<file path="config.mk">
export PLATFORM = sky130hd
export DESIGN_NAME = score_keeper
export DESIGN_NICKNAME = d
export VERILOG_FILES = /design/src/rtl/score_pkg.sv /design/src/rtl/pass_edge_detect.sv /design/src/rtl/score_keeper.sv
export SDC_FILE = /design/constraint.sdc
export NUM_CORES = 1
export LEC_CHECK = 0
export ABC_CLOCK_PERIOD_IN_PS = 4400
export CAP_MARGIN = 20
export CORE_MARGIN = 3
export CORE_UTILIZATION = 45
export CTS_CLUSTER_DIAMETER = 120
export DETAILED_ROUTE_END_ITERATION = 8
export GPL_TIMING_DRIVEN = 1
export PLACE_DENSITY = 0.92
export SLEW_MARGIN = 10
export SYNTH_ARGS = -nofsm -noshare
export SYNTH_HDL_FRONTEND = slang
export SYNTH_SLANG_ARGS = --single-unit
export TNS_END_PERCENT = 50
</file>
<file path="constraint.sdc">
create_clock -name clk -period 4.4 [get_ports clk]
set_input_delay 0.88 -clock clk [delete_from_list [all_inputs] [get_ports clk]]
set_output_delay 0.88 -clock clk [all_outputs]
set_load 0.02 [all_outputs]
</file>
<file path="src/rtl/score_pkg.sv">
// Shared types and constants for the bird-game score path.
// Used by score_keeper and its pass-edge sub-module.
package score_pkg;

  // Game phase as tracked by the score keeper.
  typedef enum logic [1:0] {
    ST_IDLE,
    ST_PLAYING,
    ST_OVER
  } game_state_t;

  // Internal score counter width; two decimal digits fit in 7 bits.
  localparam int SCORE_W = 7;

  // Default saturation ceiling; the two-digit HEX display tops out at 99.
  localparam int MAX_SCORE_DEFAULT = 99;

  // Default number of clocks to ignore further passes after a counted one.
  localparam int COOLDOWN_DEFAULT = 16;

endpackage : score_pkg

</file>
<file path="src/rtl/pass_edge_detect.sv">
// Rising-edge detector for a level input: one history flop, and a single-clock
// pulse while the level is high and was low on the previous clock.
// Shared by several game inputs (pipe pass, flap button).
module pass_edge_detect (
  input  logic clk,
  input  logic reset,
  input  logic i_level,
  output logic o_rise
);

  logic r_level_q;

  // History flop: remembers the level seen on the previous clock.
  always_ff @(posedge clk) begin
    // NOTE: clocked state uses non-blocking (<=) so every flop samples pre-edge values.
    if (reset) r_level_q <= 1'b0;
    else       r_level_q <= i_level;
  end

  assign o_rise = i_level & ~r_level_q;

endmodule : pass_edge_detect

</file>
<file path="src/rtl/score_keeper.sv">
// Game-phase FSM and saturating pipe-pass score counter that feeds the HEX
// score display. Optional best-score register is built when the macro
// SCORE_HIGH_EN is defined; without it the high_score port does not exist.
module score_keeper
  import score_pkg::*;
#(
  parameter int MAX_SCORE = MAX_SCORE_DEFAULT,
  parameter int COOLDOWN  = COOLDOWN_DEFAULT
) (
  input  logic        clk,
  input  logic        reset,
  input  logic        start,
  input  logic        pipe_pass,
  input  logic        collision,
  output logic [31:0] score,
  output logic        playing,
  output logic        game_over,
  output logic        score_event
`ifdef SCORE_HIGH_EN
  ,
  output logic [31:0] high_score
`endif
);

  localparam int                 CD_W    = (COOLDOWN > 1) ? $clog2(COOLDOWN) : 1;
  localparam logic [CD_W-1:0]    CD_LOAD = CD_W'(COOLDOWN - 1);
  localparam logic [SCORE_W-1:0] SAT_MAX = SCORE_W'(MAX_SCORE);

  game_state_t        r_state;
  game_state_t        w_state_next;
  logic [SCORE_W-1:0] r_score;
  logic [CD_W-1:0]    r_cool;
  logic               r_inc;
  logic               r_event;
  logic               r_playing;
  logic               r_game_over;
  logic               w_rise;
  logic               w_count;
  logic               w_inc;

  pass_edge_detect u_pass_edge (
    .clk     (clk),
    .reset   (reset),
    .i_level (pipe_pass),
    .o_rise  (w_rise)
  );

  // A pass counts only while playing, without a simultaneous hit, outside cooldown.
  assign w_count = w_rise && (r_state == ST_PLAYING) && !collision && (r_cool == '0);
  // At saturation the pass is still consumed (cooldown reloads) but the score holds.
  assign w_inc   = w_count && (r_score < SAT_MAX);

  // Next-state logic: start is only honoured outside PLAYING, collision only inside.
  always_comb begin
    // NOTE: default first so every path assigns w_state_next and no latch is inferred.
    w_state_next = r_state;
    case (r_state)
      ST_IDLE:    if (start)     w_state_next = ST_PLAYING;
      ST_PLAYING: if (collision) w_state_next = ST_OVER;
      ST_OVER:    if (start)     w_state_next = ST_IDLE;
      default:                   w_state_next = ST_IDLE;
    endcase
  end

  // State register plus registered phase flags decoded from the next state.
  always_ff @(posedge clk) begin
    if (reset) begin
      r_state     <= ST_IDLE;
      r_playing   <= 1'b0;
      r_game_over <= 1'b0;
    end else begin
      r_state     <= w_state_next;
      r_playing   <= (w_state_next == ST_PLAYING);
      r_game_over <= (w_state_next == ST_OVER);
    end
  end

  // Score: cleared when a game starts, saturating increment on counted passes.
  always_ff @(posedge clk) begin
    if (reset)                              r_score <= '0;
    else if ((r_state == ST_IDLE) && start) r_score <= '0;
    else if (w_inc)                         r_score <= r_score + 1'b1;
  end

  // Cooldown: reload on every counted pass, then count down to zero.
  always_ff @(posedge clk) begin
    if (reset)              r_cool <= '0;
    else if (w_count)       r_cool <= CD_LOAD;
    else if (r_cool != '0)  r_cool <= r_cool - 1'b1;
  end

  // Event pipeline: pulse one clock after the score register has changed.
  always_ff @(posedge clk) begin
    if (reset) begin
      r_inc   <= 1'b0;
      r_event <= 1'b0;
    end else begin
      r_inc   <= w_inc;
      r_event <= r_inc;
    end
  end

  assign score       = 32'(r_score);
  assign playing     = r_playing;
  assign game_over   = r_game_over;
  assign score_event = r_event;

`ifdef SCORE_HIGH_EN
  logic [SCORE_W-1:0] r_high;

  // Best score: captured on the PLAYING->OVER edge, cleared only by reset.
  always_ff @(posedge clk) begin
    if (reset) begin
      r_high <= '0;
    end else if ((r_state == ST_PLAYING) && (w_state_next == ST_OVER) && (r_score > r_high)) begin
      r_high <= r_score;
    end
  end

  assign high_score = 32'(r_high);
`endif

endmodule : score_keeper

</file>
==> results of run 1 <==
[state kept, by name, indices dropped and copies added, names as in the netlist]
| name | cells |
|---|---|
| r_score | 7 |
| r_cool | 4 |
| r_state | 2 |
| game_over | 1 |
| playing | 1 |
| r_inc | 1 |
| score_event | 1 |
| u_pass_edge.r_level_q | 1 |
[Yosys cell counts]
master	count	area [um^2]
sky130_fd_sc_hd__nor2b_1	2	12.5
sky130_fd_sc_hd__and3_1	1	6.26
sky130_fd_sc_hd__mux2i_1	1	10.0
sky130_fd_sc_hd__buf_1	1	3.75
sky130_fd_sc_hd__and4bb_4	1	16.3
sky130_fd_sc_hd__conb_1	1	3.75
sky130_fd_sc_hd__a31oi_1	1	6.26
sky130_fd_sc_hd__buf_4	25	188
sky130_fd_sc_hd__o21ai_1	1	5.00
sky130_fd_sc_hd__a211oi_1	3	22.5
sky130_fd_sc_hd__nor3b_1	1	7.51
sky130_fd_sc_hd__a21bo_2	1	10.0
sky130_fd_sc_hd__xor2_1	1	8.76
sky130_fd_sc_hd__nand3_1	3	15.0
sky130_fd_sc_hd__o21a_1	1	7.51
sky130_fd_sc_hd__nand2_1	4	15.0
sky130_fd_sc_hd__nor2_1	9	33.8
sky130_fd_sc_hd__nor3b_4	1	18.8
sky130_fd_sc_hd__a21oi_1	5	25.0
sky130_fd_sc_hd__nand4_1	2	12.5
sky130_fd_sc_hd__or2_2	1	6.26
sky130_fd_sc_hd__nor3_1	6	30.0
sky130_fd_sc_hd__xnor2_1	2	17.5
sky130_fd_sc_hd__o21ai_0	4	20.0
sky130_fd_sc_hd__or3_1	4	25.0
sky130_fd_sc_hd__o2111ai_1	1	8.76
sky130_fd_sc_hd__inv_1	4	15.0
sky130_fd_sc_hd__ha_1	2	25.0
sky130_fd_sc_hd__nand4_4	1	21.3
sky130_fd_sc_hd__dfxtp_1	18	360
sky130_fd_sc_hd__a2111oi_2	1	15.0
[worst max-delay path by stage]
| stage | from | to | slack [ns] | depth (start not counted) |
|---|---|---|---|---|
| final | r_score[0] | score[0] | 2.11 | 1 |
| after global routing | r_score[2] | score[2] | 2.04 | 1 |
| after CTS | r_score[2] | score[2] | 2.11 | 1 |
| after detailed placement | collision | r_score[4] | 2.01 | 5 |
| after global placement | collision | r_score[2] | 2.04 | 5 |
| after floorplan | collision | r_score[3] | 2.55 | 4 |
[area by class of cell]
class / count / area [um^2] / area share (%)
Multi-Input combinational cell: 85 / 495 / 45.8
Tap cell: 27 / 33.8 / 3.12
Clock buffer: 4 / 36.3 / 3.36
Inverter: 4 / 15.0 / 1.39
Sequential cell: 18 / 360 / 33.3
Timing Repair Buffer: 14 / 140 / 13.0
[logic make-up (layout without fill, tap and decap cells)]
kind of cell | Yosys count | in the layout
and+or+nand+nor | 36 | 36
buffers and inverters | 30 | 22
AOI/OAI and AO/OA | 18 | 18
DFF | 18 | 18
xor gates and xnor gates | 3 | 3
adders and majority gates | 2 | 2
other | 1 | 25
muxes | 1 | 1
[metal layers]
metal | vias up | share of wire (%)
met5 | - | 0
li1 | 358 | -
met1 | 328 | 41
met2 | 29 | 51
met3 | 2 | 7.3
met4 | 0 | 0.25
[metrics by stage]
step           setup slack, ns  instance area (um^2)
5_1_grt                   2.04                  1080
6_report                  2.11                  1080
2_1_floorplan             2.55                  1060
3_5_place_dp              2.01                  1040
3_3_place_gp              2.04                  1040
4_1_cts                   2.11                  1080
[power by group through the flow]
stage	Combinational, mW	Clock [mW]	Sequential (mW)
global route	0.154	0.112	0.201
floorplan	0.128	0	0.202
global placement	0.128	0	0.202
CTS	0.136	0.104	0.199
detailed placement	0.135	0	0.203
finish	0.135	0.101	0.199
==> metrics.md, run 1 <==
| Metric | Value |
|---|---|
| Number of top-level design ports | `40` |
| Largest net degree at the start of global routing | `14` |
| Via count of the routed design | `around 700` |
| Hold buffer count at CTS | `0` |
| Post-synthesis compound-gate area fraction | `12.4%` |
| LEAKAGE | `0.418 nW` |
| Clk Latency, worst-skew pair | `just under 0.3 ns` |
| Worst hold-check path type | `reg -> reg` |
| Overflow after GRT | `0` |
| Routing layer with the top usage in global route | `met2` |
| Commonest non-fill, non-tap cell in the layout | `sky130_fd_sc_hd__conb_1` |
| Wirelength, routed | `approximately 1.6 mm` |
| Count of buffers inserted at the top-level ports | `14` |
| Crit-path leading delay family | `buffers and inverters` |
| Worst EP required | `3.52 ns` |
| Internal power consumption | `0.290 mW` |
| Ordered cell list for the critical path | `clkdlybuf4s50_1` |
| Comb pwr share | `31.0%` |
| Final-report hold violation count | `0` |
| Largest family of logic cells by synthesized area | `simple AND/OR/NAND/NOR gates` |
| Number of flip-flops and latches in the synthesized netlist | `18` |
| Count of standard-cell rows | `16` |
| Endpoint, Worst Hold | `score_event` |
| Die Span Y | `~52 um` |
| Worst hold margin | `0.454 ns` |
| Filler cell count | `175` |
| Startpoint class of the critical path | `flop` |
| X dimension of the die | `around 52 um` |
| Post-CTS clock slew at the launch and capture registers of the worst setup and hold paths | `0.10 ns` |
| Final net count | `roughly 130` |
| Vias in the first global route | `601` |
| Count of synthesis-stage warnings from yosys | `0` |
| Maximum level of the CTS H-tree | `1` |
| Relative contribution of the clock network to total power | `23.2%` |
| Post-route minimum period | `~2.3 ns` |
| Distinct cell type count of the synthesized netlist | `31` |
| Hold Startpoint | `r_inc` |
| Post-route non-filler standard cell count | `152` |
| Post-route DRC | `0` |
| Area share of and/or/nand/nor cells after synthesis | `a little under a quarter` |
| Setup clock skew after layout | `~0.0022 ns` |
| Peak supply drop | `167 uV` |
| Highest cell delay on the worst timing path | `0.65 ns` |
| Layout area overhead | `11.2%` |
| Finish-stage setup viols | `0` |
| Clock root buffer | `sky130_fd_sc_hd__clkbuf_4` |
| End of the worst register-to-register path | `r_score[5]` |
| Critical path arrival | `1.41 ns` |
| Power density cells | `approximately 400 nW/um^2` |
| Count of TritonRoute iterations in the first routing pass | `4` |
| Initial Utilization | `48.6%` |
| Final routed wire length divided by cell count | `10.7 um` |
| Post-cts repair resize count | `0` |
| RSZ-0062 raised after global routing | `false` |
| Reg-to-reg critical path startpoint | `r_cool[0]` |
| CTS buffer count | `3` |
| Antenna diode instance count | `0` |
| Seq/Total Area, Yosys | `roughly 37%` |
| Switching part of the total | `between 30% and 40%` |
| Outcome | `finished clean` |
| Routing usage on met1 | `a little over an eighth` |
| Worst hold path cell count | `1` |
| Multiplexer share of the synthesized area | `around 1.0%` |
| R2R cell count | `6` |
| Global-route met3 utilization | `2.56%` |
| TritonCTS clock tree | `done` |
| CP max FO | `6` |
| Clock buffer depth | `2` |
| Final worst-path cycle share | `52.0%` |
| Met2 routing resource usage after global routing | `22.9%` |
| Clock sink count | `18` |
| Count of placed standard cells including taps | `148` |
| Std-Cell Core Area | `2000 um^2` |
| Detailed-placement wirelength estimate | `between 1 and 1.5 mm` |
| Worst reg-to-reg setup slack | `2.73 ns` |
| GRT Overall Usage | `12.6%` |
| Max Cap Violations | `0` |
| Slew Viols, Final | `0` |
| Sequential share of power | `45.9%` |
| Buffers & Inverters on Critical Path | `1` |
| Category of the worst setup path capture point | `primary output` |
| Drt initial violations | `12` |
| First-pass GRT wire length | `between 2 and 3 mm` |
| Vias per Instance | `4.72` |
| Setup_tns | `0 ns` |
| Weighted congestion at the end of routability-driven global placement | `between 0.8 and 0.9` |
| Area share of fa/ha/maj cells after synthesis | `2.57%` |
| Die Footprint | `2750 um^2` |
| Antenna viol nets, final | `0` |
| Switching power of the nets | `between 0.1 and 0.15 mW` |
| Worst setup path class | `reg -> out` |
| Peak Freq | `about 440 MHz` |
| Commonest cells after routing, fill and taps aside | `sky130_fd_sc_hd__conb_1, sky130_fd_sc_hd__dfxtp_1, sky130_fd_sc_hd__clkdlybuf4s50_1` |
| Post-layout utilization of the core | `54.0%` |
| Critical-path top delay cell | `sky130_fd_sc_hd__clkdlybuf4s50_1` |
| Share of final-layout standard cells stronger than drive strength 1 | `8.00%` |
| Total power after layout | `0.435 mW` |
| Antenna violations before repair | `0` |
| Post-CTS Setup Repair Bufs | `0` |
| Synthesized area | `972 um^2` |
| Xor/xnor share of the synthesized area | `2.70%` |
| Synthesized area per cell | `8.92 um^2` |
| Cells after synthesis | `109` |
(Power assumes the default switching activity.)
==> run 2, diff against run 1 <==
--- a/config.mk
+++ b/config.mk
@@ -5,14 +5,14 @@
 export SDC_FILE = /design/constraint.sdc
 export NUM_CORES = 1
 export LEC_CHECK = 0
-export ABC_CLOCK_PERIOD_IN_PS = 4400
+export ABC_CLOCK_PERIOD_IN_PS = 2200
 export CAP_MARGIN = 20
 export CORE_MARGIN = 3
-export CORE_UTILIZATION = 45
+export CORE_UTILIZATION = 42
 export CTS_CLUSTER_DIAMETER = 120
 export DETAILED_ROUTE_END_ITERATION = 8
 export GPL_TIMING_DRIVEN = 1
-export PLACE_DENSITY = 0.92
+export PLACE_DENSITY = 0.88
 export SLEW_MARGIN = 10
 export SYNTH_ARGS = -nofsm -noshare
 export SYNTH_HDL_FRONTEND = slang
==> constraint.sdc (replaced) <==
create_clock -name clk -period 2.2 [get_ports clk]
set_input_delay 0.44 -clock clk [delete_from_list [all_inputs] [get_ports clk]]
set_output_delay 0.44 -clock clk [all_outputs]
set_load 0.02 [all_outputs]
==> run 2 against run 1 <==
  * Cell area rose by 0.69%
  * Die area rose by 6.3%
  * Critical path depth did not move
  * Clock skew barely moved
  * First-iteration DRC count rose by 25%
  * Cell count rose by 0.66%
  * Clock power rose by 100%
  * Non-clock buffer count rose by 1
  * Clock-buffer cell count did not move
  * Sequential cell count did not move
  * Utilization fell by 1.7 points
  * Combinational power rose by 97%
==> metrics.md, run 2 (synthesis gave the netlist of run 1 again) <==
| Metric | Value |
|---|---|
| Initial Utilization | `a little under half` |
| Highest cell delay on the worst timing path | `0.65 ns` |
| Post-route non-filler standard cell count | `approximately 150` |
| Routing layer with the top usage in global route | `met2` |
| Post-route DRC | `0` |
| First-pass GRT wire length | `between 2 and 2.5 mm` |
| Layout area overhead | `12.0%` |
| Max Cap Violations | `0` |
| Final routed wire length divided by cell count | `around 10 um` |
| Flip-flop count of the largest register after layout | `7` |
| Peak Freq | `539 MHz` |
| Commonest non-fill, non-tap cell in the layout | `sky130_fd_sc_hd__conb_1` |
| Final net count | `134` |
| TritonCTS clock tree | `done` |
| GRT Overall Usage | `12.1%` |
| Largest net degree at the start of global routing | `12` |
| Final worst-path cycle share | `between 80 and 90%` |
| Clk Latency, worst-skew pair | `0.30 ns` |
| Weighted congestion at the end of routability-driven global placement | `0.775` |
| Die Span Y | `roughly 54 um` |
| Antenna diode instance count | `0` |
| Std-Cell Core Area | `2080 um^2` |
| Share of final-layout standard cells stronger than drive strength 1 | `8.73%` |
| Finish-stage setup viols | `0` |
| Clock sink count | `18` |
| Routing usage on met1 | `between 10% and 20%` |
| Crit-path leading delay family | `buffers and inverters` |
| Placed Area | `1050 um^2` |
| Wirelength, routed | `approximately 1.6 mm` |
| Drt initial violations | `15` |
| Clock buffer depth | `2` |
| Ordered cell list for the critical path | `clkdlybuf4s50_1` |
| Die Footprint | `2930 um^2` |
| Slew Viols, Final | `0` |
| Worst setup path class | `reg -> out` |
| Power density cells | `between 700 and 800 nW/um^2` |
| RSZ-0062 raised after global routing | `false` |
| Total power after layout | `0.868 mW` |
| Startpoint class of the critical path | `flop` |
| Final-report hold violation count | `0` |
| Antenna violations before repair | `0` |
| Commonest cells after routing, fill and taps aside | `sky130_fd_sc_hd__conb_1, sky130_fd_sc_hd__dfxtp_1, sky130_fd_sc_hd__clkdlybuf4s50_1` |
| Critical-path top delay cell | `sky130_fd_sc_hd__clkdlybuf4s50_1` |
| Outcome | `finished clean` |
| Registers with the highest flip-flop counts | `r_score: 7 flops, r_cool: 4 flops, r_state: 2 flops` |
| X dimension of the die | `54.1 um` |
| Post-CTS clock slew at the launch and capture registers of the worst setup and hold paths | `0.10 ns` |
| Count of TritonRoute iterations in the first routing pass | `4` |
| Worst hold margin | `0.444 ns` |
| Peak supply drop | `743 uV` |
| Met2 routing resource usage after global routing | `21.0%` |
| Buffers & Inverters on Critical Path | `1` |
| CP max FO | `6` |
| Setup clock skew after layout | `0.00179 ns` |
| Post-route minimum period | `1.85 ns` |
| Count of buffers inserted at the top-level ports | `14` |
| Count of standard-cell rows | `16` |
| Detailed-placement wirelength estimate | `1.23 mm` |
| Antenna viol nets, final | `0` |
| Count of placed standard cells including taps | `between 100 and 150` |
| Final worst-path setup slack | `0.345 ns` |
| Post-cts repair resize count | `0` |
| Number of top-level design ports | `40` |
| Vias per Instance | `4.66` |
| Maximum level of the CTS H-tree | `1` |
| Clock root buffer | `sky130_fd_sc_hd__clkbuf_4` |
| Overflow after GRT | `0` |
| Via count of the routed design | `713` |
| Setup_tns | `0 ns` |
| Critical path arrival | `1.41 ns` |
| Worst hold-check path type | `reg -> reg` |
| LEAKAGE | `roughly 0.42 nW` |
| Top register by number of flip-flops | `r_score` |
| Setup slack after placement | `0.220 ns` |
| CTS buffer count | `3` |
| Cell area after layout | `1090 um^2` |
| Vias in the first global route | `around 600` |
| Post-layout utilization of the core | `52.3%` |
| Post-CTS Setup Repair Bufs | `0` |
| Global-route met3 utilization | `~5.8%` |
| Category of the worst setup path capture point | `primary output` |
| Hold buffer count at CTS | `0` |
| Worst EP required | `1.76 ns` |
[run 2: changes by cell type in the layout (fill, tap and decap cells not counted), sizes merged]
cell  change
buf       +1
[run 2: path summary, 6_finish.rpt]
| path | start | end | slack [ns] | cells past startpoint |
|---|---|---|---|---|
| setup / recovery | r_score[0] | score[0] | 0.35 | 1 |
| hold reg to reg | r_inc | score_event | 0.44 | 1 |
| hold / removal | r_inc | score_event | 0.44 | 1 |
| setup reg to reg | r_cool[0] | r_score[5] | 0.56 | 6 |
[run 2: per-layer routing]
layer / wire (um) / vias to the layer above
met3: 131 / 2
li1: - / 360
met1: 678 / 326
met5: 0 / -
met2: 755 / 25
met4: 8 / 0
[run 2: layout make-up]
class | count | area (um^2)
tap | 27 | 33.8
inverter | 4 | 15.0
clock buffer | 4 | 36.3
sequential | 18 | 360
multi-input combinational | 85 | 495
fill | 201 | 993
timing repair buffer | 15 | 148
[run 2: where the power goes]
part	switching, mW	total [mW]	internal, mW	leakage [nW]
clock network	0.102	0.203	0.101	0.0210
logic	0.148	0.266	0.118	0.255
registers	0.0371	0.399	0.362	0.147
total	0.287	0.868	0.581	0.423
